==> src/rtl/multicycle_pkg.sv <==
// Shared types and constants for the multi-cycle RV32I control FSM.
package multicycle_pkg;

  localparam logic [6:0] OP_R      = 7'b0110011;
  localparam logic [6:0] OP_I      = 7'b0010011;
  localparam logic [6:0] OP_LOAD   = 7'b0000011;
  localparam logic [6:0] OP_STORE  = 7'b0100011;
  localparam logic [6:0] OP_BRANCH = 7'b1100011;
  localparam logic [6:0] OP_JAL    = 7'b1101111;

  localparam logic [2:0] F3_BEQ = 3'b000;
  localparam logic [2:0] F3_BNE = 3'b001;

  typedef enum logic [3:0] {
    FETCH    = 4'd0,
    DECODE   = 4'd1,
    EXEC_R   = 4'd2,
    EXEC_I   = 4'd3,
    WB_ALU   = 4'd4,
    MEM_ADDR = 4'd5,
    MEM_RD   = 4'd6,
    MEM_WR   = 4'd7,
    WB_MEM   = 4'd8,
    BRANCH   = 4'd9,
    JAL      = 4'd10,
    TRAP     = 4'd11
  } state_t;

  typedef enum logic [1:0] {
    SRC_A_PC     = 2'd0,
    SRC_A_RS1    = 2'd1,
    SRC_A_OLD_PC = 2'd2
  } src_a_t;

  typedef enum logic [1:0] {
    SRC_B_RS2  = 2'd0,
    SRC_B_IMM  = 2'd1,
    SRC_B_FOUR = 2'd2
  } src_b_t;

  typedef enum logic [1:0] {
    RES_ALU     = 2'd0,
    RES_MEM     = 2'd1,
    RES_ALU_REG = 2'd2
  } result_src_t;

  typedef struct packed {
    logic        mem_req;
    logic        mem_we;
    logic        ir_write;
    logic        pc_write;
    logic        reg_write;
    src_a_t      alu_src_a;
    src_b_t      alu_src_b;
    result_src_t result_src;
    logic        trap;
  } ctrl_t;

  localparam ctrl_t CTRL_IDLE = '{
    mem_req:    1'b0,
    mem_we:     1'b0,
    ir_write:   1'b0,
    pc_write:   1'b0,
    reg_write:  1'b0,
    alu_src_a:  SRC_A_PC,
    alu_src_b:  SRC_B_RS2,
    result_src: RES_ALU,
    trap:       1'b0
  };

  // Only BEQ and BNE are resolved; every other funct3 falls through as not taken.
  function automatic logic branch_taken(input logic [2:0] funct3, input logic zero);
    return ((funct3 == F3_BEQ) && zero) || ((funct3 == F3_BNE) && !zero);
  endfunction

endpackage

==> src/rtl/multicycle_controller_if.sv <==
// Control bundle between the multi-cycle controller (master) and the datapath/memory (slave).
interface multicycle_controller_if;

  logic [6:0] opcode;
  logic [2:0] funct3;
  logic       zero;
  logic       mem_ready;
  logic       mem_req;
  logic       mem_we;
  logic       ir_write;
  logic       pc_write;
  logic       reg_write;
  logic [1:0] alu_src_a;
  logic [1:0] alu_src_b;
  logic [1:0] result_src;
  logic       trap;
  logic [3:0] state_o;

  modport master (
    input  opcode, funct3, zero, mem_ready,
    output mem_req, mem_we, ir_write, pc_write, reg_write,
    output alu_src_a, alu_src_b, result_src, trap, state_o
  );

  modport slave (
    output opcode, funct3, zero, mem_ready,
    input  mem_req, mem_we, ir_write, pc_write, reg_write,
    input  alu_src_a, alu_src_b, result_src, trap, state_o
  );

endinterface

==> src/rtl/mem_wait_timer.sv <==
// Counts memory wait cycles for the current request and flags a timeout.
module mem_wait_timer #(
  parameter int MEM_TIMEOUT = 16,
  parameter int TO_W        = 5
) (
  input  logic clk,
  input  logic reset,
  input  logic i_clear,
  input  logic i_req,
  input  logic i_ready,
  output logic o_timeout
);

  localparam logic [TO_W-1:0] LP_LIMIT = TO_W'(MEM_TIMEOUT);

  logic [TO_W-1:0] r_count;
  logic            w_at_limit;

  assign w_at_limit = (r_count == LP_LIMIT);

  // NOTE: sequential state uses non-blocking assignments so every register samples pre-edge values.
  always_ff @(posedge clk) begin
    if (reset || i_clear) begin
      r_count <= '0;
    end else if (i_req && !i_ready && !w_at_limit) begin
      r_count <= r_count + TO_W'(1);
    end
  end

  // A ready arriving in the limit cycle still completes the access.
  assign o_timeout = i_req && !i_ready && w_at_limit;

endmodule

==> src/rtl/multicycle_controller.sv <==
// Main control FSM of the multi-cycle RV32I core (FETCH/DECODE/EXECUTE/MEM/WB).
// Optional performance counters are built when MULTICYCLE_PERF_EN is defined.
module multicycle_controller
  import multicycle_pkg::*;
#(
  parameter int MEM_TIMEOUT = 16,
  parameter int TO_W        = 5
) (
  input  logic                    clk,
  input  logic                    reset,
  multicycle_controller_if.master bus
`ifdef MULTICYCLE_PERF_EN
  ,
  output logic [31:0]             cycle_cnt,
  output logic [31:0]             instret_cnt,
  output logic [31:0]             stall_cnt
`endif
);

  state_t r_state;
  state_t w_state_next;
  ctrl_t  w_ctrl;
  logic   w_timeout;
  logic   w_run;

  assign w_run = !reset;

  always_ff @(posedge clk) begin
    if (reset) begin
      r_state <= FETCH;
    end else begin
      r_state <= w_state_next;
    end
  end

  // NOTE: every always_comb output gets a default first, so no path can infer a latch.
  always_comb begin
    w_state_next = r_state;
    w_ctrl       = CTRL_IDLE;
    unique case (r_state)
      FETCH: begin
        w_ctrl.mem_req   = 1'b1;
        w_ctrl.alu_src_a = SRC_A_PC;
        w_ctrl.alu_src_b = SRC_B_FOUR;
        if (bus.mem_ready) begin
          w_ctrl.ir_write = 1'b1;
          w_ctrl.pc_write = 1'b1;
          w_state_next    = DECODE;
        end else if (w_timeout) begin
          w_state_next = TRAP;
        end
      end
      DECODE: begin
        // PC already holds PC+4 here, so the branch/jump target is built from the old PC.
        w_ctrl.alu_src_a = SRC_A_OLD_PC;
        w_ctrl.alu_src_b = SRC_B_IMM;
        case (bus.opcode)
          OP_R:              w_state_next = EXEC_R;
          OP_I:              w_state_next = EXEC_I;
          OP_LOAD, OP_STORE: w_state_next = MEM_ADDR;
          OP_BRANCH:         w_state_next = BRANCH;
          OP_JAL:            w_state_next = JAL;
          default:           w_state_next = TRAP;
        endcase
      end
      EXEC_R: begin
        w_ctrl.alu_src_a = SRC_A_RS1;
        w_ctrl.alu_src_b = SRC_B_RS2;
        w_state_next     = WB_ALU;
      end
      EXEC_I: begin
        w_ctrl.alu_src_a = SRC_A_RS1;
        w_ctrl.alu_src_b = SRC_B_IMM;
        w_state_next     = WB_ALU;
      end
      WB_ALU: begin
        w_ctrl.reg_write  = 1'b1;
        w_ctrl.result_src = RES_ALU_REG;
        w_state_next      = FETCH;
      end
      MEM_ADDR: begin
        w_ctrl.alu_src_a = SRC_A_RS1;
        w_ctrl.alu_src_b = SRC_B_IMM;
        w_state_next     = (bus.opcode == OP_LOAD) ? MEM_RD : MEM_WR;
      end
      MEM_RD: begin
        w_ctrl.mem_req    = 1'b1;
        w_ctrl.result_src = RES_ALU_REG;
        if (bus.mem_ready) begin
          w_state_next = WB_MEM;
        end else if (w_timeout) begin
          w_state_next = TRAP;
        end
      end
      MEM_WR: begin
        w_ctrl.mem_req = 1'b1;
        w_ctrl.mem_we  = 1'b1;
        if (bus.mem_ready) begin
          w_state_next = FETCH;
        end else if (w_timeout) begin
          w_state_next = TRAP;
        end
      end
      WB_MEM: begin
        w_ctrl.reg_write  = 1'b1;
        w_ctrl.result_src = RES_MEM;
        w_state_next      = FETCH;
      end
      BRANCH: begin
        w_ctrl.alu_src_a  = SRC_A_RS1;
        w_ctrl.alu_src_b  = SRC_B_RS2;
        w_ctrl.result_src = RES_ALU_REG;
        w_ctrl.pc_write   = branch_taken(bus.funct3, bus.zero);
        w_state_next      = FETCH;
      end
      JAL: begin
        w_ctrl.alu_src_a  = SRC_A_OLD_PC;
        w_ctrl.alu_src_b  = SRC_B_FOUR;
        w_ctrl.reg_write  = 1'b1;
        w_ctrl.result_src = RES_ALU;
        w_ctrl.pc_write   = 1'b1;
        w_state_next      = FETCH;
      end
      TRAP: begin
        w_ctrl.trap  = 1'b1;
        w_state_next = TRAP;
      end
      default: begin
        w_state_next = TRAP;
      end
    endcase
  end

  // Any state change opens a fresh wait window for the next request.
  mem_wait_timer #(
    .MEM_TIMEOUT (MEM_TIMEOUT),
    .TO_W        (TO_W)
  ) u_mem_wait_timer (
    .clk       (clk),
    .reset     (reset),
    .i_clear   (w_state_next != r_state),
    .i_req     (w_ctrl.mem_req),
    .i_ready   (bus.mem_ready),
    .o_timeout (w_timeout)
  );

  // Reset masks every strobe combinationally so an aborted access never leaks a write.
  assign bus.mem_req    = w_ctrl.mem_req   && w_run;
  assign bus.mem_we     = w_ctrl.mem_we    && w_run;
  assign bus.ir_write   = w_ctrl.ir_write  && w_run;
  assign bus.pc_write   = w_ctrl.pc_write  && w_run;
  assign bus.reg_write  = w_ctrl.reg_write && w_run;
  assign bus.trap       = w_ctrl.trap      && w_run;
  assign bus.alu_src_a  = w_run ? w_ctrl.alu_src_a  : 2'd0;
  assign bus.alu_src_b  = w_run ? w_ctrl.alu_src_b  : 2'd0;
  assign bus.result_src = w_run ? w_ctrl.result_src : 2'd0;
  assign bus.state_o    = r_state;

`ifdef MULTICYCLE_PERF_EN
  logic [31:0] r_cycle_cnt;
  logic [31:0] r_instret_cnt;
  logic [31:0] r_stall_cnt;

  always_ff @(posedge clk) begin
    if (reset) begin
      r_cycle_cnt   <= '0;
      r_instret_cnt <= '0;
      r_stall_cnt   <= '0;
    end else begin
      if (r_state != TRAP) begin
        r_cycle_cnt <= r_cycle_cnt + 32'd1;
      end
      if ((r_state != FETCH) && (w_state_next == FETCH)) begin
        r_instret_cnt <= r_instret_cnt + 32'd1;
      end
      if (w_ctrl.mem_req && !bus.mem_ready) begin
        r_stall_cnt <= r_stall_cnt + 32'd1;
      end
    end
  end

  assign cycle_cnt   = r_cycle_cnt;
  assign instret_cnt = r_instret_cnt;
  assign stall_cnt   = r_stall_cnt;
`endif

endmodule
==> src/flat_wrapper.sv <==
// flat-port wrapper written by rule: the top's interface ports become plain ports
module multicycle_controller_flat import multicycle_pkg::*;
#(
  parameter int MEM_TIMEOUT = 16,
  parameter int TO_W        = 5
)
  (clk, reset, bus_opcode, bus_funct3, bus_zero, bus_mem_ready, bus_mem_req, bus_mem_we, bus_ir_write, bus_pc_write, bus_reg_write, bus_alu_src_a, bus_alu_src_b, bus_result_src, bus_trap, bus_state_o);
  multicycle_controller_if bus_i ();
  input  logic clk;
  input  logic reset;
  input wire logic [$bits(bus_i.opcode)-1:0] bus_opcode;
  input wire logic [$bits(bus_i.funct3)-1:0] bus_funct3;
  input wire logic [$bits(bus_i.zero)-1:0] bus_zero;
  input wire logic [$bits(bus_i.mem_ready)-1:0] bus_mem_ready;
  output wire logic [$bits(bus_i.mem_req)-1:0] bus_mem_req;
  output wire logic [$bits(bus_i.mem_we)-1:0] bus_mem_we;
  output wire logic [$bits(bus_i.ir_write)-1:0] bus_ir_write;
  output wire logic [$bits(bus_i.pc_write)-1:0] bus_pc_write;
  output wire logic [$bits(bus_i.reg_write)-1:0] bus_reg_write;
  output wire logic [$bits(bus_i.alu_src_a)-1:0] bus_alu_src_a;
  output wire logic [$bits(bus_i.alu_src_b)-1:0] bus_alu_src_b;
  output wire logic [$bits(bus_i.result_src)-1:0] bus_result_src;
  output wire logic [$bits(bus_i.trap)-1:0] bus_trap;
  output wire logic [$bits(bus_i.state_o)-1:0] bus_state_o;
  assign bus_i.opcode = bus_opcode;
  assign bus_i.funct3 = bus_funct3;
  assign bus_i.zero = bus_zero;
  assign bus_i.mem_ready = bus_mem_ready;
  assign bus_mem_req = bus_i.mem_req;
  assign bus_mem_we = bus_i.mem_we;
  assign bus_ir_write = bus_i.ir_write;
  assign bus_pc_write = bus_i.pc_write;
  assign bus_reg_write = bus_i.reg_write;
  assign bus_alu_src_a = bus_i.alu_src_a;
  assign bus_alu_src_b = bus_i.alu_src_b;
  assign bus_result_src = bus_i.result_src;
  assign bus_trap = bus_i.trap;
  assign bus_state_o = bus_i.state_o;
  multicycle_controller #(.MEM_TIMEOUT(MEM_TIMEOUT), .TO_W(TO_W)) u_core (.clk(clk), .reset(reset), .bus(bus_i));
endmodule
==> config.mk <==
export PLATFORM = sky130hd
export DESIGN_NAME = multicycle_controller_flat
export DESIGN_NICKNAME = d
export VERILOG_FILES = /design/src/rtl/multicycle_pkg.sv /design/src/rtl/multicycle_controller_if.sv /design/src/rtl/mem_wait_timer.sv /design/src/rtl/multicycle_controller.sv /design/src/flat_wrapper.sv
export SDC_FILE = /design/constraint.sdc
export NUM_CORES = 1
export LEC_CHECK = 0
export CORE_MARGIN = 2
export CORE_UTILIZATION = 40
export DETAILED_ROUTE_END_ITERATION = 7
export HOLD_SLACK_MARGIN = 0.06
export PLACE_DENSITY = 0.84
export REMOVE_ABC_BUFFERS = 1
export SETUP_SLACK_MARGIN = 0.15
export SLEW_MARGIN = 10
export SYNTH_ARGS = -nofsm -noshare
export SYNTH_HDL_FRONTEND = slang
export SYNTH_SLANG_ARGS = --single-unit
==> constraint.sdc <==
create_clock -name clk -period 2.06 [get_ports clk]
set_input_delay 0.412 -clock clk [delete_from_list [all_inputs] [get_ports clk]]
set_output_delay 0.412 -clock clk [all_outputs]
set_load 0.02 [all_outputs]
# Yosys cells after proc, flatten, opt, wreduce, memory -nomap -nowiden
# Cells that the tools add are included.
dict set report totals {
  inputBits 14
  wordCells 69
  regBits 9
  output_inout_bits 16
}
dict set report classes {
  addsub 1
  n_reduce_logical 27
  n_eq_ne 20
  n_mux 19
}
# op n
set ops {}
lappend ops {{$pmux W4 S5} 2}
lappend ops {{$pmux W4 S7} 1}
lappend ops {{$eq A4 B3 Y1 const B} 4}
lappend ops {{$eq A4 B4 Y1 const B} 4}
lappend ops {{$mux W4} 4}
lappend ops {{$eq A7 B6 Y1 const B} 2}
lappend ops {{$eq A7 B7 Y1 const B} 2}
lappend ops {{$logic_and A1 B1 Y1} 11}
lappend ops {{$reduce_or A3 Y1} 3}
lappend ops {{$eq A4 B2 Y1 const B} 2}
lappend ops {{$mux W2} 4}
lappend ops {{$reduce_or A2 Y1} 4}
lappend ops {{$eq A7 B2 Y1 const B} 1}
lappend ops {{$eq A7 B5 Y1 const B} 1}
lappend ops {{$mux W1} 6}
lappend ops {{$add A5 B1 Y5 const B} 1}
lappend ops {{$eq A5 B5 Y1 const B} 1}
lappend ops {{$eq A4 B1 Y1 const B} 1}
lappend ops {{$logic_not A1 Y1} 4}
lappend ops {{$logic_not A4 Y1} 1}
lappend ops {{$ne A4 B4 Y1} 1}
lappend ops {{$pmux W2 S2} 1}
lappend ops {{$reduce_or A4 Y1} 1}
lappend ops {{$eq A3 B1 Y1 const B} 1}
lappend ops {{3 further kinds} 4}

# Longest topological paths before layout
# Gate-level depths: netlist (run 1).
dict set report depth {
  ltp_word 10
  ltp_mapped 7
  ltp_nobuf 7
}

# Modules after synthesis
# Synthesis (run 1) repeated with hierarchy kept, for this count alone.
dict set report unflattened {
  cells_unflattened 138
  area_unflattened_um2 938.4
}
# mod seq_area_each_um2 instances cells_per_inst area_each_um2
set by_module_without_submodules {}
lappend by_module_without_submodules {multicycle_controller 80.1 1 105 661.9}
lappend by_module_without_submodules {mem_wait_timer 100.1 1 33 276.5}

# Least setup slack after synthesis (run 1)
# OpenSTA, ideal clock, no wires.
dict set report synth_timing {
  kind {reg-to-output}
  from {register u_core.r_state[1], in the netlist u_core.bus.state_o[1]}
  to {output port bus_pc_write}
  arrival_ns 2.343
  path_buffers 2
  t_required_ns 1.648
  stages_incl_launch_ff 6
  slack_ns -0.695
  path_cell_list {dfxtp_1 > buf_2 > buf_1 > nor2b_1 > a31oi_1 > a2111oi_0}
}
dict set report synth_between {
  elab_chain_cells 3
  elab_cells_between_ends 5
  cone_classes {2 x eq/ne; 1 x mux; 2 x reduce/logical}
}
# item line_no
set synth_rtl {}
lappend synth_rtl {{from (decl)} multicycle_controller.sv:20} ;# state_t r_state;
lappend synth_rtl {{from (signal assigned)} multicycle_controller.sv:32} ;# r_state <= w_state_next;
lappend synth_rtl {{$eq A4 B4 Y1 or $logic_not A4 Y1 (tied branches)} multicycle_controller.sv:40} ;# unique case (r_state)
lappend synth_rtl {{$pmux W1 S3 *} multicycle_controller.sv:40}
lappend synth_rtl {{$logic_and A1 B1 Y1 *} multicycle_controller.sv:151} ;# assign bus.pc_write = w_ctrl.pc_write && w_run;
lappend synth_rtl {{to (decl)} flat_wrapper.sv:18} ;# output wire logic [$bits(bus_i.pc_write)-1:0] bus_pc_write;
# Every way passes the cells marked *; elsewhere a longest branch is shown, timed or not.

# Worst setup path after layout (run 1)
dict set report layout_timing {
  from {register u_core.r_state[1], in the netlist u_core.bus.state_o[1]}
  to {register u_core.u_mem_wait_timer.r_count[0]}
}
dict set report layout_between {
  elab_chain_cells 10
  elab_cells_between_ends 25
  cone_classes {11 x eq/ne; 6 x mux; 8 x reduce/logical}
}
# item line_no
set layout_rtl {}
lappend layout_rtl {{$eq A4 B3 Y1 or $logic_not A4 Y1 (tied branches)} multicycle_controller.sv:40}
lappend layout_rtl {{$reduce_or A3 Y1 (no line)} --}
lappend layout_rtl {{$mux W1} multicycle_controller.sv:40}
lappend layout_rtl {{$logic_and A1 B1 Y1} {mem_wait_timer.sv:25, mem_wait_timer.sv:31}}
lappend layout_rtl {{$logic_and A1 B1 Y1} mem_wait_timer.sv:31} ;# assign o_timeout = i_req && !i_ready && w_at_limit;
lappend layout_rtl {{$mux W4} {multicycle_controller.sv:49, multicycle_controller.sv:91, multicycle_controller.sv:100}}
lappend layout_rtl {{$mux W4 (on tied branches)} {multicycle_controller.sv:98, multicycle_controller.sv:45, multicycle_controller.sv:89}}
lappend layout_rtl {{$pmux W4 S7} multicycle_controller.sv:40}
lappend layout_rtl {{$ne A4 B4 Y1} multicycle_controller.sv:141} ;# .i_clear (w_state_next != r_state),
lappend layout_rtl {{$logic_or A1 B1 Y1} mem_wait_timer.sv:23} ;# if (reset || i_clear) begin
lappend layout_rtl {{to (signal assigned)} mem_wait_timer.sv:26} ;# r_count <= r_count + TO_W'(1);
lappend layout_rtl {{to (decl)} mem_wait_timer.sv:16} ;# logic [TO_W-1:0] r_count;
# Parallel ways exist; a longest one is shown, timed or not.
# A chain may end at the register's enable or synchronous reset.

==> results of run 1 <==
layout make-up:
class,count,area share
Multi-Input combinational cell,100,0.504
Tap cell,30,0.0188
Sequential cell,9,0.0963
Inverter,5,0.00938
Timing Repair Buffer,86,0.358
Clock buffer,4,0.0131
sequential cells by signal, summed over array words and instances (netlist names):
signal and count:
u_core.u_mem_wait_timer.r_count 5, u_core.bus.state_o 4
per-stage QoR:
step	power (mW)	worst slack, ps	cell area (µm²)	TNS (ps)	hold slack [ps]
after global placement	1.07	-502	1570	-4330	575
after detailed placement	1.10	-562	1570	-4850	572
after CTS	1.41	45.1	1790	0	640
after floorplan	0.663	-581	930	-1370	481
final	1.60	-37.8	2000	-55.2	581
after global routing	1.67	-102	2000	-234	583
repair_timing:
item / 4_1_cts / 5_1_grt
hold buffers: 0 / 0
cloned: 1 / 0
setup buffers: 9 / 5
gates resized for setup: 91 / 46
pin swaps: 21 / 16
endpoints found under the setup margin: 18 / 17
logic make-up (layout without fill, tap and decap cells):
logic type / after synthesis / after routing / synth area share
and+or+nand+nor: 56 / 56 / 0.349
AOI/OAI and AO/OA: 33 / 33 / 0.283
buffers and inverters: 15 / 95 / 0.0773
DFF: 9 / 9 / 0.183
xor gates and xnor gates: 6 / 6 / 0.0532
muxes: 3 / 3 / 0.0304
adders and majority gates: 2 / 2 / 0.0253
routing by layer:
layer	vias up	share of wire
met5	-	0
met4	0	0.035
met3	18	0.045
met2	61	0.53
met1	685	0.39
li1	638	-
worst min-delay path, stage by stage:
cell	delay [ps]
dlymetal6s2s_1	160
buf_6	170
nor2_1	50
power by group through the flow:
stage          Sequential [mW]  Combinational [mW]  Clock, mW
3_5_place_dp             0.224               0.873          0
4_1_cts                  0.225                1.05      0.138
2_1_floorplan            0.287               0.375          0
6_report                 0.233                1.24      0.129
5_1_grt                  0.236                1.29      0.141
3_3_place_gp             0.223               0.847          0
worst paths after layout:
check,from,end
worst max register to register,u_core.bus.state_o[1],u_core.u_mem_wait_timer.r_count[0]
worst min register to register,u_core.u_mem_wait_timer.r_count[4],u_core.u_mem_wait_timer.r_count[4]
worst max-delay path,u_core.bus.state_o[1],u_core.u_mem_wait_timer.r_count[0]
worst min-delay path,reset,u_core.bus.state_o[1]
synth_stat cells, types with 3 or more instances:
cell type   n  area [µm²]
a21oi_1     4        20.0
xnor2_1     3        26.3
mux2i_1     3        30.0
nor2b_1     3        18.8
nand2b_1    4        25.0
clkbuf_1    3        11.3
xor2_1      3        26.3
dfxtp_1     9         180
nand2_1     8        30.0
buf_2       4        20.0
nor2_1     11        41.3
o21ai_1     3        15.0
inv_1       5        18.8
nor3_1      8        40.0
a2111oi_1   6        60.1
==> run metrics, run 1 <==
Max Cap Viol=0; worst-case clock skew=1.76 ps; minimum clock period=2100 ps; area delta synth->final=103%; first-pass GRT wire length=5720 µm; HPWL after DPL=2650 µm; Initial Util=0.410; switching pwr=0.731 mW; Unique masters post-synth=51; Mapped Cells=124; Die ar.=0.00288 mm²; Combinational Power Share=0.775; Finished Layout Cells=234; switching share of power=0.456; Vias/cell=5.99; worst reg2reg path depth=7; Sequential Area=193 µm²; Clock Latency Late Sink=250 ps; number of synthesized flops with an enable pin=0; Crit path depth=7; Worst Tran Pin Value=420 ps; worst ir drop on vdd=0.756 mV; PnR worst setup slack=-37.8 ps; CTS Buf Count=3; most common cell after layout, fill and taps aside=buf_4; largest net degree at the start of global routing=11; met2 usage=0.508; via count=1402; gr busiest metal=met2; status=finished, violations left; post-route ant nets=0; drt pass-1 iters=4; die height=53.7 µm; post-layout util=0.830; commonest cells after routing, fill and taps aside=buf_4 (47), buf_6 (12), nor2_1 (10); number of synthesis warnings=0; Seq/Total Area, Yosys=0.183; unrepaired setup endpoints after global routing=true; leak pwr=0.820 nW; placed cells=215; CTS sink cnt=9; Die W=53.7 µm; GRT Total Usage=0.275; CP Capture Type=flop; DRT iter0 DRCs=38; r2r setup slk=-40 ps; total grt overflow=0; CP startpoint kind=flop; #FFs+latches synth=9; Flop pwr share=0.145; routed wire length=4620 µm; number of port buffers=29; final setup violation count=3; Syn Area/Cell=7.96 µm²; Final GP Congestion=0.931; WP buf/inv=3; Max transition margin=0.718; hold path cells=3; clk buf depth=2; CP max FO=5; IO Count=30; slowest CP cell=a2111oi_4; multi-input logic area=0.00101 mm²; WL/cell=19.7 µm; Post-Syn Area=987 µm²; max frequency=0.477 GHz; initial antenna violation count=0; ant diodes=0; Largest delay share family, worst path=compound AO/OA/AOI/OAI gates; TritonCTS clock tree=yes; clock root buffer=clkbuf_4; # DRC=0; failing checks=negative setup slack; Clk network pwr share=0.080; final period utilization=1.02; met1 GRT Util=0.319; Main synth FF type=dfxtp_1; vias in the first global route=1282; CP required=2200 ps; fraction of layout cells with a size suffix above 1=0.588; M3 GR Usage=0.0333; critical path class=reg -> reg; max incr delay on CP=400 ps; H-tree levels=1; Final Hold Fails=0; pwr/cell area=802 mW/mm²; Hold Crit Class=in -> reg; Rows=18; Final Max Slew Viols=0; FFs w/ async S/R, synth=0; Worst-path clk slew=60 ps; CP Cell Sequence=buf_6, or3_4, buf_6, a2111oi_4, buf_4, xnor2_1, a2111oi_4; core area=0.00241 mm²; WP data arrival=2240 ps; number of nets in the layout=221; internal power=0.873 mW; # fillers=135
Note: power is estimated with default switching activity, not from simulation.
==> run 2, diff against run 1 <==
Settings changed: CELL_PAD_IN_SITES_DETAIL_PLACEMENT from default to 1, CELL_PAD_IN_SITES_GLOBAL_PLACEMENT from default to 2, CORE_UTILIZATION 40 to 23, PLACE_DENSITY 0.84 to 0.85.
==> run 2 against run 1 <==
Effect of this change: the flow still finishes with violations (negative setup slack); routed wire length up 26%; maximum frequency down 3.0%; design area up 7.1%; first-iteration DRC count up 68%; combinational power up 14%; clock power up 74%; sequential share of layout area down 0.47 points; global-route usage down 7.3 points; via count up 0.64%; non-clock buffer count up 8; hold slack better by 130 ps; largest cell class unchanged; largest power group unchanged.
==> run metrics, run 2 (synthesized netlist as in run 1, its figures left out) <==
status=finished, violations left; failing checks=negative setup slack; vias in the first global route=1524; Final GP Congestion=0.836; Setup TNS=-250 ps; post-route ant nets=0; IO Count=30; Vias/cell=5.39; CP startpoint kind=flop; GRT Total Usage=0.202; total grt overflow=0; clock root buffer=clkbuf_8; worst ir drop on vdd=0.298 mV; most common cell after layout, fill and taps aside=buf_4; leak pwr=0.887 nW; TritonCTS clock tree=yes; ant diodes=0; DRT iter0 DRCs=64; initial antenna violation count=0; number of nets in the layout=229; max frequency=0.462 GHz; Max transition margin=0.688; max reg flops=5; largest net degree at the start of global routing=14; die height=69.5 µm; Clock Latency Late Sink=240 ps; Rows=23; Initial Util=0.243; WP data arrival=2290 ps; CP max FO=5; Worst Tran Pin Value=464 ps; CP required=2190 ps; final period utilization=1.05; worst-case clock skew=1.15 ps; critical path class=reg -> reg; PnR worst setup slack=-104 ps; Die ar.=0.00483 mm²; commonest cells after routing, fill and taps aside=buf_4 (56), buf_6 (11), nor2_1 (10); Max Cap Viol=0; Tot Pwr=1.87 mW; drt pass-1 iters=4; Final Max Slew Viols=0; CTS sink cnt=9; core area=0.00406 mm²; number of port buffers=29; clk buf depth=2; via count=1411; Final Hold Fails=0; Worst-path clk slew=50 ps; WL/cell=22.2 µm; Die W=69.5 µm; fraction of layout cells with a size suffix above 1=0.613; unrepaired setup endpoints after global routing=true; HPWL after DPL=3200 µm; Hold Crit Class=reg -> reg; CTS Buf Count=3; H-tree levels=1; Largest Register=u_core.u_mem_wait_timer.r_count; final setup violation count=5; first-pass GRT wire length=7840 µm; # DRC=0; routed wire length=5820 µm; pwr/cell area=875 mW/mm²; CP Capture Type=flop; area delta synth->final=117%; minimum clock period=2160 ps
-- run 2: cell types whose count changed in the layout (fill, tap and decap cells not counted), sizes merged --
| cell | before | now |
|---|---|---|
| clkdlybuf4s50 | 4 | 2 |
| dlygate4sd2 | 8 | 6 |
| buf | 68 | 75 |
| clkbuf | 4 | 9 |
-- run 2: critical path, cell delays in order (launching register included) --
cell       delay, ps
dfxtp_4          370
buf_6            130
buf_6            110
buf_4            160
nand3b_1         120
o22ai_1          110
o21ai_1          210
nand4_1          160
buf_6            170
buf_4            140
a2111oi_4        350
-- run 2: area by class of cell --
| type | instances | area (µm²) |
|---|---|---|
| clock buffer | 4 | 45.0 |
| fill | 443 | 1910 |
| inverter | 5 | 18.8 |
| multi-input combinational | 100 | 1020 |
| sequential | 9 | 196 |
| tap | 50 | 62.6 |
| timing repair buffer | 94 | 801 |
-- run 2: per-stage QoR --
step                      instances  instance area [µm²]  utilization  hold WS, ps  setup slack, ps
final                           262                 2140        0.528          710             -104
after floorplan                 114                  930            -          481             -581
after detailed placement        237                 1610        0.397          582             -626
after global routing            262                 2140        0.528          737             -165
after global placement          237                 1610        0.397          556             -538
after CTS                       251                 1840        0.454          630             5.76
-- run 2: power by group --
group / internal [mW] / leakage [nW] / switching (mW)
combinational: 0.717 / 0.788 / 0.693
sequential: 0.203 / 0.0764 / 0.0375
clock: 0.136 / 0.0228 / 0.0877
total: 1.06 / 0.887 / 0.819
-- run 2: repair_timing --
action | 4_1_cts | 5_1_grt
hold endpoints to repair | 0 | 0
setup endpoints to repair | 19 | 18
setup buffers | 10 | 11
gates resized for setup | 89 | 60
hold buffers | 0 | 0
pin swaps | 15 | 20
-- run 2: final timing paths --
check | start | to | slack (ps) | cells past startpoint
hold reg to reg | u_core.u_mem_wait_timer.r_count[4] | u_core.u_mem_wait_timer.r_count[4] | 710 | 2
setup / recovery | u_core.bus.state_o[1] | u_core.u_mem_wait_timer.r_count[0] | -100 | 10
hold / removal | u_core.u_mem_wait_timer.r_count[4] | u_core.u_mem_wait_timer.r_count[4] | 710 | 2
setup reg to reg | u_core.bus.state_o[1] | u_core.u_mem_wait_timer.r_count[0] | -100 | 10
-- run 2: layer usage --
layer | GRT usage | wire, µm
met5 | 0 | 0
met2 | 0.371 | 3080
met3 | 0.0189 | 197
met4 | 0.0784 | 220
met1 | 0.241 | 2330
==> run 3, diff against run 2 <==
Settings changed: CELL_PAD_IN_SITES_DETAIL_PLACEMENT 1 to default, CELL_PAD_IN_SITES_GLOBAL_PLACEMENT 2 to default, CORE_UTILIZATION 23 to 40, PLACE_DENSITY 0.85 to 0.84.
==> results of run 3 <==
Final layout, timing and power as in run 1 (identical DEF).
